File: src/rtl/ifetch_pkg.sv
// Shared types for the instruction-fetch stage.
// IFETCH_FAULT_EN adds a per-entry fault flag (misaligned PC or bus error).
package ifetch_pkg;

    // Entry fields are sized here; ifetch_stage's XLEN must match.
    localparam int unsigned FETCH_XLEN = 32;
    localparam logic [31:0] NOP_INSTR  = 32'h0000_0013;

    typedef enum logic [1:0] {
        IDLE,
        REQ,
        WAIT,
        DRAIN
    } state_t;

    typedef struct packed {
        logic [31:0]           instr;
        logic [FETCH_XLEN-1:0] pc;
        logic [FETCH_XLEN-1:0] pc_plus4;
`ifdef IFETCH_FAULT_EN
        logic                  fault;
`endif
    } fetch_entry_t;

endpackage

File: src/rtl/fetch_fifo.sv
// Parameterised synchronous FIFO with push/pop/clear and occupancy count.
// Clear has priority over push and pop.
module fetch_fifo #(
    parameter int unsigned WIDTH = 8,
    parameter int unsigned DEPTH = 2
) (
    input  logic                     clk,
    input  logic                     reset,
    input  logic                     i_push,
    input  logic                     i_pop,
    input  logic                     i_clear,
    input  logic [WIDTH-1:0]         i_wdata,
    output logic [WIDTH-1:0]         o_rdata,
    output logic                     o_full,
    output logic                     o_empty,
    output logic [$clog2(DEPTH):0]   o_count
);

    localparam int unsigned AW = $clog2(DEPTH);

    logic [WIDTH-1:0] r_mem [DEPTH];
    logic [AW-1:0]    r_wptr;
    logic [AW-1:0]    r_rptr;
    logic [AW:0]      r_count;
    logic             w_push;
    logic             w_pop;

    assign o_empty = (r_count == '0);
    assign o_full  = (r_count == (AW+1)'(DEPTH));
    assign o_count = r_count;
    assign o_rdata = r_mem[r_rptr];
    assign w_pop   = i_pop & ~o_empty;
    assign w_push  = i_push & (~o_full | w_pop);

    always_ff @(posedge clk or posedge reset) begin
        if (reset) begin
            for (int unsigned i = 0; i < DEPTH; i++)
                r_mem[i] <= '0;
            r_wptr  <= '0;
            r_rptr  <= '0;
            r_count <= '0;
        end else if (i_clear) begin
            r_wptr  <= '0;
            r_rptr  <= '0;
            r_count <= '0;
        end else begin
            if (w_push) begin
                r_mem[r_wptr] <= i_wdata;
                r_wptr        <= r_wptr + 1'b1;
            end
            if (w_pop)
                r_rptr <= r_rptr + 1'b1;
            r_count <= r_count + {{AW{1'b0}}, w_push} - {{AW{1'b0}}, w_pop};
        end
    end

    a_no_overflow: assert property (@(posedge clk) disable iff (reset)
        !(i_push && !i_pop && !i_clear && o_full));

endmodule

File: src/rtl/ifetch_stage.sv
// Fetch stage: single-outstanding imem requests, 2-entry buffer towards decode.
// IFETCH_FAULT_EN adds id_fault and NOP substitution for misaligned PC / bus error.
module ifetch_stage #(
    parameter int unsigned XLEN       = 32,
    parameter int unsigned FIFO_DEPTH = 2,
    parameter logic [31:0] NOP_INSTR  = ifetch_pkg::NOP_INSTR
) (
    input  logic            clk,
    input  logic            reset,
    input  logic [XLEN-1:0] pc_curr,
    input  logic            flush,
    output logic            pc_advance,
    output logic            imem_req_valid,
    input  logic            imem_req_ready,
    output logic [XLEN-1:0] imem_req_addr,
    input  logic            imem_rsp_valid,
    input  logic [31:0]     imem_rsp_data,
    input  logic            imem_rsp_err,
    output logic            id_valid,
    input  logic            id_ready,
    output logic [31:0]     id_instr,
    output logic [XLEN-1:0] id_pc,
    output logic [XLEN-1:0] id_pc_plus4
`ifdef IFETCH_FAULT_EN
    ,
    output logic            id_fault
`endif
);

    import ifetch_pkg::*;

    localparam int unsigned CW = $clog2(FIFO_DEPTH) + 1;

    state_t          r_state;
    state_t          w_next;
    logic [XLEN-1:0] r_req_addr;
    logic [XLEN-1:0] r_pc;
    logic [XLEN-1:0] w_req_addr;
    logic            w_misal;
    logic            w_push;
    logic            w_pop;
    logic            w_full;
    logic            w_empty;
    logic            w_space_after;
    logic [CW-1:0]   w_count;
    fetch_entry_t    w_push_entry;
    fetch_entry_t    w_head;

`ifdef IFETCH_FAULT_EN
    assign w_misal    = |pc_curr[1:0];
    assign w_req_addr = pc_curr;
`else
    logic w_unused_err;
    assign w_unused_err = imem_rsp_err;
    assign w_misal      = 1'b0;
    assign w_req_addr   = {pc_curr[XLEN-1:2], 2'b00};
`endif

    assign w_pop          = id_valid & id_ready;
    assign w_space_after  = w_pop | ((32'(w_count) + 32'd1) < 32'(FIFO_DEPTH));
    assign imem_req_addr  = r_req_addr;

    always_ff @(posedge clk or posedge reset) begin
        if (reset) begin
            r_state    <= IDLE;
            r_req_addr <= '0;
            r_pc       <= '0;
        end else begin
            r_state <= w_next;
            if (w_next == REQ && r_state != REQ) begin
                r_req_addr <= w_req_addr;
                r_pc       <= pc_curr;
            end
        end
    end

    always_comb begin
        w_next = r_state;
        case (r_state)
            IDLE:  if (!flush && !w_full && !w_misal) w_next = REQ;
            REQ:   if (imem_req_ready)  w_next = flush ? DRAIN : WAIT;
                   else if (flush)      w_next = IDLE;
            WAIT:  if (imem_rsp_valid)  w_next = (!flush && w_space_after && !w_misal) ? REQ : IDLE;
                   else if (flush)      w_next = DRAIN;
            // The pending response always ends the drain; a flush here only clears the buffer.
            DRAIN: if (imem_rsp_valid)  w_next = IDLE;
            default:                    w_next = IDLE;
        endcase
    end

    always_comb begin
        imem_req_valid     = (r_state == REQ);
        pc_advance         = 1'b0;
        w_push             = 1'b0;
        w_push_entry       = '0;
        w_push_entry.instr = NOP_INSTR;
        case (r_state)
`ifdef IFETCH_FAULT_EN
            IDLE: if (!flush && !w_full && w_misal) begin
                w_push                = 1'b1;
                pc_advance            = 1'b1;
                w_push_entry.pc       = pc_curr;
                w_push_entry.pc_plus4 = pc_curr + XLEN'(4);
                w_push_entry.fault    = 1'b1;
            end
`endif
            REQ:  pc_advance = imem_req_ready & ~flush;
            WAIT: if (imem_rsp_valid && !flush) begin
                w_push                = 1'b1;
                w_push_entry.instr    = imem_rsp_data;
                w_push_entry.pc       = r_pc;
                w_push_entry.pc_plus4 = r_pc + XLEN'(4);
`ifdef IFETCH_FAULT_EN
                if (imem_rsp_err) begin
                    w_push_entry.instr = NOP_INSTR;
                    w_push_entry.fault = 1'b1;
                end
`endif
            end
            default: ;
        endcase
    end

    fetch_fifo #(
        .WIDTH ($bits(fetch_entry_t)),
        .DEPTH (FIFO_DEPTH)
    ) u_fifo (
        .clk     (clk),
        .reset   (reset),
        .i_push  (w_push),
        .i_pop   (w_pop),
        .i_clear (flush),
        .i_wdata (w_push_entry),
        .o_rdata (w_head),
        .o_full  (w_full),
        .o_empty (w_empty),
        .o_count (w_count)
    );

    assign id_valid    = ~w_empty;
    assign id_instr    = w_head.instr;
    assign id_pc       = w_head.pc;
    assign id_pc_plus4 = w_head.pc_plus4;
`ifdef IFETCH_FAULT_EN
    assign id_fault    = w_head.fault;
`endif

endmodule

File: config.mk
export PLATFORM = sky130hd
export DESIGN_NAME = ifetch_stage
export DESIGN_NICKNAME = d
export VERILOG_FILES = /design/src/rtl/ifetch_pkg.sv /design/src/rtl/fetch_fifo.sv /design/src/rtl/ifetch_stage.sv
export SDC_FILE = /design/constraint.sdc
export NUM_CORES = 1
export LEC_CHECK = 0
export CORE_UTILIZATION = 53
export CTS_BUF_LIST = sky130_fd_sc_hd__clkbuf_16
export DETAILED_ROUTE_END_ITERATION = 12
export PLACE_DENSITY_LB_ADDON = 0.1
export SYNTH_ARGS = -nofsm -noshare
export SYNTH_HDL_FRONTEND = slang
export SYNTH_SLANG_ARGS = --single-unit
export TNS_END_PERCENT = 1
File: constraint.sdc
create_clock -name clk -period 10 [get_ports clk]
set_clock_uncertainty 0.15 [all_clocks]
set_input_delay 2 -clock clk [delete_from_list [all_inputs] [get_ports clk]]
set_output_delay 2 -clock clk [all_outputs]
set_load 0.01 [all_outputs]
==> impl_metrics.tcl, run 1 <==
set metrics [dict create \
    status "finished, final reports clean" \
    total_power_w 0.00411 \
    diodes 0 \
    setup_viol 0 \
    routed_via_density 5.26 \
    fp.dieArea_mm2 0.0207 \
    start_util_pct 54.4 \
    worst_slack_ps 4490 \
    cts_tree "built" \
    avgSynthCellArea_um2 9.91 \
    post_cts_buffers 0 \
    synth_edf_count 0 \
    synth_common_cells "437 x nand2_1, 226 x dfrtp_1, 105 x mux2_2, 46 x o21ai_0, 44 x buf_4" \
    synth_area_leaders "dfrtp_1 53%, nand2_1 15%, mux2_2 11%" \
    final_area_mm2 0.0133 \
    synthDistinctLibCells 44 \
    synth_top_area_share_pct 53.1 \
    startpoint_type "input port" \
    crit_fanout 10 \
    critical_path_required_ps 7850 \
    multi_input_area_mm2 0.00438 \
    overflow 0 \
    drv_slew 0 \
    worst_slew_pin_slew_ps 1150 \
    yosysTopAreaCell "dfrtp_1" \
    hp-class "reg -> reg" \
    h-tree-depth 1 \
    drt_pre_antenna_iters 5 \
    rsz0062_at_grt "no" \
    dp.final_hpwl_mm 15.1 \
    max_cap_viol_count 0 \
    synth_seq_area_share_pct 53.1 \
    cts_buffer_depth 3 \
    slew_headroom_pct 23.6 \
    wl_per_cell_um 16.8 \
    pin_count 202 \
    cts_resized 0 \
    yosysMostFrequentCell "nand2_1" \
    grt_pass1_wl_mm 39.8 \
    clk-insertion-delay-late_ps 530 \
    die_h_um 144 \
    clock-sinks 226 \
    antenna_found_initial 0 \
    fp-row-count 51 \
    place_congestion 0.747 \
    fillers 1558 \
    fin_crit_ps 5510 \
    grt_use_total_pct 24.6 \
    pwr_density_cell_mw_per_mm2 309 \
    clk_pin_slew_ps 60 \
    wl_mm 25.0 \
    power_leakage_nw 6.31 \
    die_w_um 144 \
    synthCells 1074 \
    nets 1283 \
    drive_above_1_share_pct 15.9 \
    fin_crit_sh_pct 55.1 \
    drtIter0Drc 476 \
    peakVddDrop_mv 0.206 \
    ctsHoldBuffers 0 \
    place_ws_ps 4510 \
    max_freq_mhz 182 \
    first_global_vias 7611 \
    fp.coreArea_mm2 0.0196 \
    netlist_area_mm2 0.0106 \
    async_flop_share_pct 100 \
    final_hold_viol_count 0 \
    ctsRootBufferMaster "clkbuf_16" \
    num_vias 7849 \
    dpl-instance-area_mm2 0.0125 \
    cts_made_buffers 25 \
    crit_type "in -> out" \
    endpoint_kind "output pin" \
    seqCellArea_mm2 0.00566 \
    drtAntennaViolNets 0 \
    synth_flop_cell "dfrtp_1" \
    fin_setup_tns_ps 0 \
    ys_warn_count 0 \
    grt_max_degree 155 \
    arrival_ps 3360 \
    syn2layout_area_growth_pct 25.0 \
    ys_seq_elements 226 \
    drc 0 \
    portBuffers 198 \
    instances_no_fill 1492 \
    placed_cells 1447 \
]
==> cells in the final DEF, fill, tap and decap left out, types with 2 or more instances in the layout <==
cell type / instances
nor2_1: 12
o21ai_0: 46
nand3_1: 7
clkbuf_16: 25
mux2_4: 20
o21ai_1: 15
nand2_1: 436
nor3_1: 6
inv_1: 14
dfrtp_1: 225
o21ai_2: 2
xnor2_1: 20
bufinv_16: 5
clkdlybuf4s50_1: 198
and2_1: 4
nor4_2: 6
clkinv_4: 2
ha_1: 3
mux2_2: 105
mux2_1: 8
and4_1: 4
nor2b_1: 2
clkinv_2: 7
nor2_2: 2
a21oi_1: 2
buf_4: 7
xor2_1: 11
conb_1: 2
nand4_1: 7
nand3_2: 2
==> layout make-up <==
class                   instances  share of cell area [%]
clock buffers                  25                    4.70
multi-input cells             740                    32.9
inverters                      11                   0.367
clock inverters                20                    1.73
well taps                     265                    2.49
repair buffers                205                    15.3
flip-flops and latches        226                    42.5
==> critical path, cell delays in order <==
cell and delay [ps]:
clkdlybuf4s50_1 620, nor2_1 180, clkdlybuf4s50_1 550
==> registers in the layout, indices dropped and copies added, names as in the netlist <==
name and cells:
r_pc 32, r_state 2, u_fifo.o_count 2, u_fifo.r_mem 188
u_fifo.r_rptr 1, u_fifo.r_wptr 1
==> final timing paths <==
path	start	end	slack [ps]	depth (start not counted)
worst min-delay path	u_fifo.r_mem[132]	u_fifo.r_mem[132]	320	2
worst max-delay path	flush	pc_advance	4490	3
max in group asynchronous	reset	u_fifo.r_mem[48]	6140	3
worst min register to register	u_fifo.r_mem[132]	u_fifo.r_mem[132]	320	2
min in group asynchronous	reset	u_fifo.r_mem[89]	1970	2
worst max register to register	r_state[1]	u_fifo.r_mem[5]	7100	6
==> per-stage QoR <==
stage	hold slack [ps]	utilization (%)
6_report	319	68.0
5_1_grt	333	68.0
4_1_cts	323	68.0
3_5_place_dp	308	63.6
3_3_place_gp	302	63.6
2_1_floorplan	290	-
==> power by group <==
part | internal (W) | switching (W) | total (W)
sequential | 0.00122 | 0.000309 | 0.00153
clock | 0.000585 | 0.000371 | 0.000955
combinational | 0.000944 | 0.000687 | 0.00163
total | 0.00275 | 0.00137 | 0.00411
==> layer usage <==
metal  global-route usage, %  vias up  routed length [um]
met5                       0        -                   0
met4                    5.77        0                 369
met3                    4.50       28                1400
met2                    40.3      213               11900
met1                    34.0     3884               11400
li1                        -     3724                   -
==> cells by family after synthesis <==
kind of cell / after synthesis / share of synthesized area (%)
AND/OR/NAND/NOR: 500 / 19.4
flip-flops: 226 / 53.1
multiplexers: 133 / 14.8
buffers and inverters: 109 / 5.99
AO/OA/AOI/OAI: 71 / 3.76
XOR/XNOR: 31 / 2.55
adder cells (fa/ha/maj): 3 / 0.353
other: 1 / 0.0352
Power figures use the tool's default switching activity.
==> run 2: changes to the inputs <==
--- a/config.mk
+++ b/config.mk
@@ -5,7 +5,7 @@
 export SDC_FILE = /design/constraint.sdc
 export NUM_CORES = 1
 export LEC_CHECK = 0
-export CORE_UTILIZATION = 53
+export CORE_UTILIZATION = 47
 export CTS_BUF_LIST = sky130_fd_sc_hd__clkbuf_16
 export DETAILED_ROUTE_END_ITERATION = 12
 export PLACE_DENSITY_LB_ADDON = 0.1
==> constraint.sdc (replaced) <==
create_clock -name clk -period 4.9 [get_ports clk]
set_clock_uncertainty 0.15 [all_clocks]
set_input_delay 0.98 -clock clk [delete_from_list [all_inputs] [get_ports clk]]
set_output_delay 0.98 -clock clk [all_outputs]
set_load 0.01 [all_outputs]
==> impl_metrics.tcl, run 2 (synthesis gave the netlist of run 1 again) <==
set metrics [dict create \
    worst_slew_pin_slew_ps 789 \
    endpoint_kind "output pin" \
    startpoint "u_fifo.r_rptr" \
    cp_cell_sequence "buf_4 -> mux2_2 -> clkdlybuf4s50_1" \
    grtUsageMet2_pct 36.1 \
    ctsRootBufferMaster "clkbuf_16" \
    nets 1293 \
    ctsHoldBuffers 0 \
    crit_slowest_cell "dfrtp_4" \
    pin_count 202 \
    clock-sinks 226 \
    regMostFlops "u_fifo.r_mem" \
    fp.dieArea_mm2 0.0233 \
    grt_max_degree 128 \
    hp-class "reg -> reg" \
    status "finished, violations left" \
    h-tree-depth 1 \
    crit_type "reg -> out" \
    grt.busiest_layer "met2" \
    layout_common_cells "436 x nand2_1, 225 x dfrtp_1, 198 x clkdlybuf4s50_1" \
    met1_usage_pct 31.4 \
    crit_fanout 27 \
    instances_no_fill 1517 \
    fp-row-count 54 \
    cts_tree "built" \
    r2r_setup_slack_ps 2460 \
    final_hold_viol_count 0 \
    diodes 0 \
    clk_pin_slew_ps 60 \
    drt_pre_antenna_iters 11 \
    max_stage_delay_ps 710 \
    drive_above_1_share_pct 15.9 \
    die_w_um 153 \
    wl_per_cell_um 16.7 \
    fillers 1925 \
    arrival_ps 2610 \
    drc 12 \
    cts_made_buffers 26 \
    largest_register_ff_count 188 \
    post_cts_buffers 0 \
    reg2reg_to "u_fifo.r_mem[2]" \
    rsz0062_at_grt "no" \
    grtUsageMet3_pct 4.66 \
    r2r_start "r_state[1]" \
    grt_pass1_wl_mm 42.0 \
    power_leakage_nw 6.33 \
    reg.largest.list "u_fifo.r_mem (188), r_pc (32)" \
    syn2layout_area_growth_pct 25.3 \
    cts_resized 0 \
    start_util_pct 48.3 \
    critical_path_required_ps 3770 \
    num_vias 7616 \
    peakVddDrop_mv 0.442 \
    die_h_um 153 \
    max_cap_viol_count 0 \
    cts_buffer_depth 3 \
    fp.coreArea_mm2 0.0220 \
    clk-insertion-delay-late_ps 520 \
    routed_via_density 5.02 \
    total_power_w 0.00820 \
    startpoint_type "flop" \
    placed_cells 1471 \
    dp.final_hpwl_mm 16.2 \
    violations "design-rule violations" \
    grt_use_total_pct 22.4 \
    max_freq_mhz 267 \
    fin_crit_ps 3740 \
    wl_mm 25.3 \
    reg2regPathDepth 7 \
    final_common_cell "nand2_1" \
    endpoint "id_pc[13]" \
    antenna_found_initial 0 \
    portBuffers 198 \
    overflow 0 \
    first_global_vias 7880 \
    setup_viol 0 \
    drtAntennaViolNets 0 \
    drtIter0Drc 379 \
    fin_setup_tns_ps 0 \
    pwr_density_cell_mw_per_mm2 615 \
    fin_crit_sh_pct 76.4 \
    slew_headroom_pct 47.4 \
    place_congestion 0.740 \
    drv_slew 0 \
]
==> run 2: cell types whose count changed in the layout (fill, tap and decap cells not counted), sizes merged <==
cell | previous run | this run
clkbuf | 25 | 27
buf | 7 | 16
bufinv | 5 | 0
inv | 17 | 20
clkinvlp | 0 | 1
==> run 2: worst min path at each step <==
stage	from	end	slack, ps	cells past startpoint
after global routing	u_fifo.r_mem[167]	u_fifo.r_mem[167]	340	2
after global placement	u_fifo.r_mem[50]	u_fifo.r_mem[50]	300	2
after CTS	u_fifo.r_mem[92]	u_fifo.r_mem[92]	320	2
after floorplan	u_fifo.r_mem[64]	u_fifo.r_mem[64]	290	2
after detailed placement	u_fifo.r_mem[47]	u_fifo.r_mem[47]	310	2
final	u_fifo.r_mem[92]	u_fifo.r_mem[92]	320	2
==> run 2: metrics by stage <==
stage | util [%] | hold WS (ps) | setup WS (ps) | cell area [um2]
floorplan | - | 290 | 818 | 10700
global placement | 57.2 | 302 | 1230 | 12600
detailed placement | 57.2 | 307 | 1210 | 12600
CTS | 60.6 | 322 | 1120 | 13300
global route | 60.6 | 338 | 1060 | 13300
finish | 60.6 | 317 | 1160 | 13300
==> run 2: layer usage <==
metal	wire length [um]	vias up
met5	0	-
met4	393	0
met2	11700	185
li1	-	3719
met1	11800	3683
met3	1480	29
==> run 2: critical path: cells and delay by family, from the launching register on <==
kind | cells | cell delay [ps]
flip-flops | 1 | 710
multiplexers | 1 | 390
buffers and inverters | 2 | 960
==> run 2: layout make-up <==
class	instances	area (um2)	area share, %
multi-input cells	740	4380	32.8
repair buffers	214	2150	16.1
flip-flops and latches	226	5660	42.4
well taps	280	350	2.62
clock inverters	19	82.6	0.619
clock buffers	27	676	5.06
inverters	11	45.0	0.337
==> run 2: where the power goes <==
group | internal (W) | switching [W] | leakage [nW]
Clock | 0.000986 | 0.000742 | 0.411
Combinational | 0.00195 | 0.00142 | 2.97
Sequential | 0.00249 | 0.000621 | 2.95
Total | 0.00542 | 0.00278 | 6.33
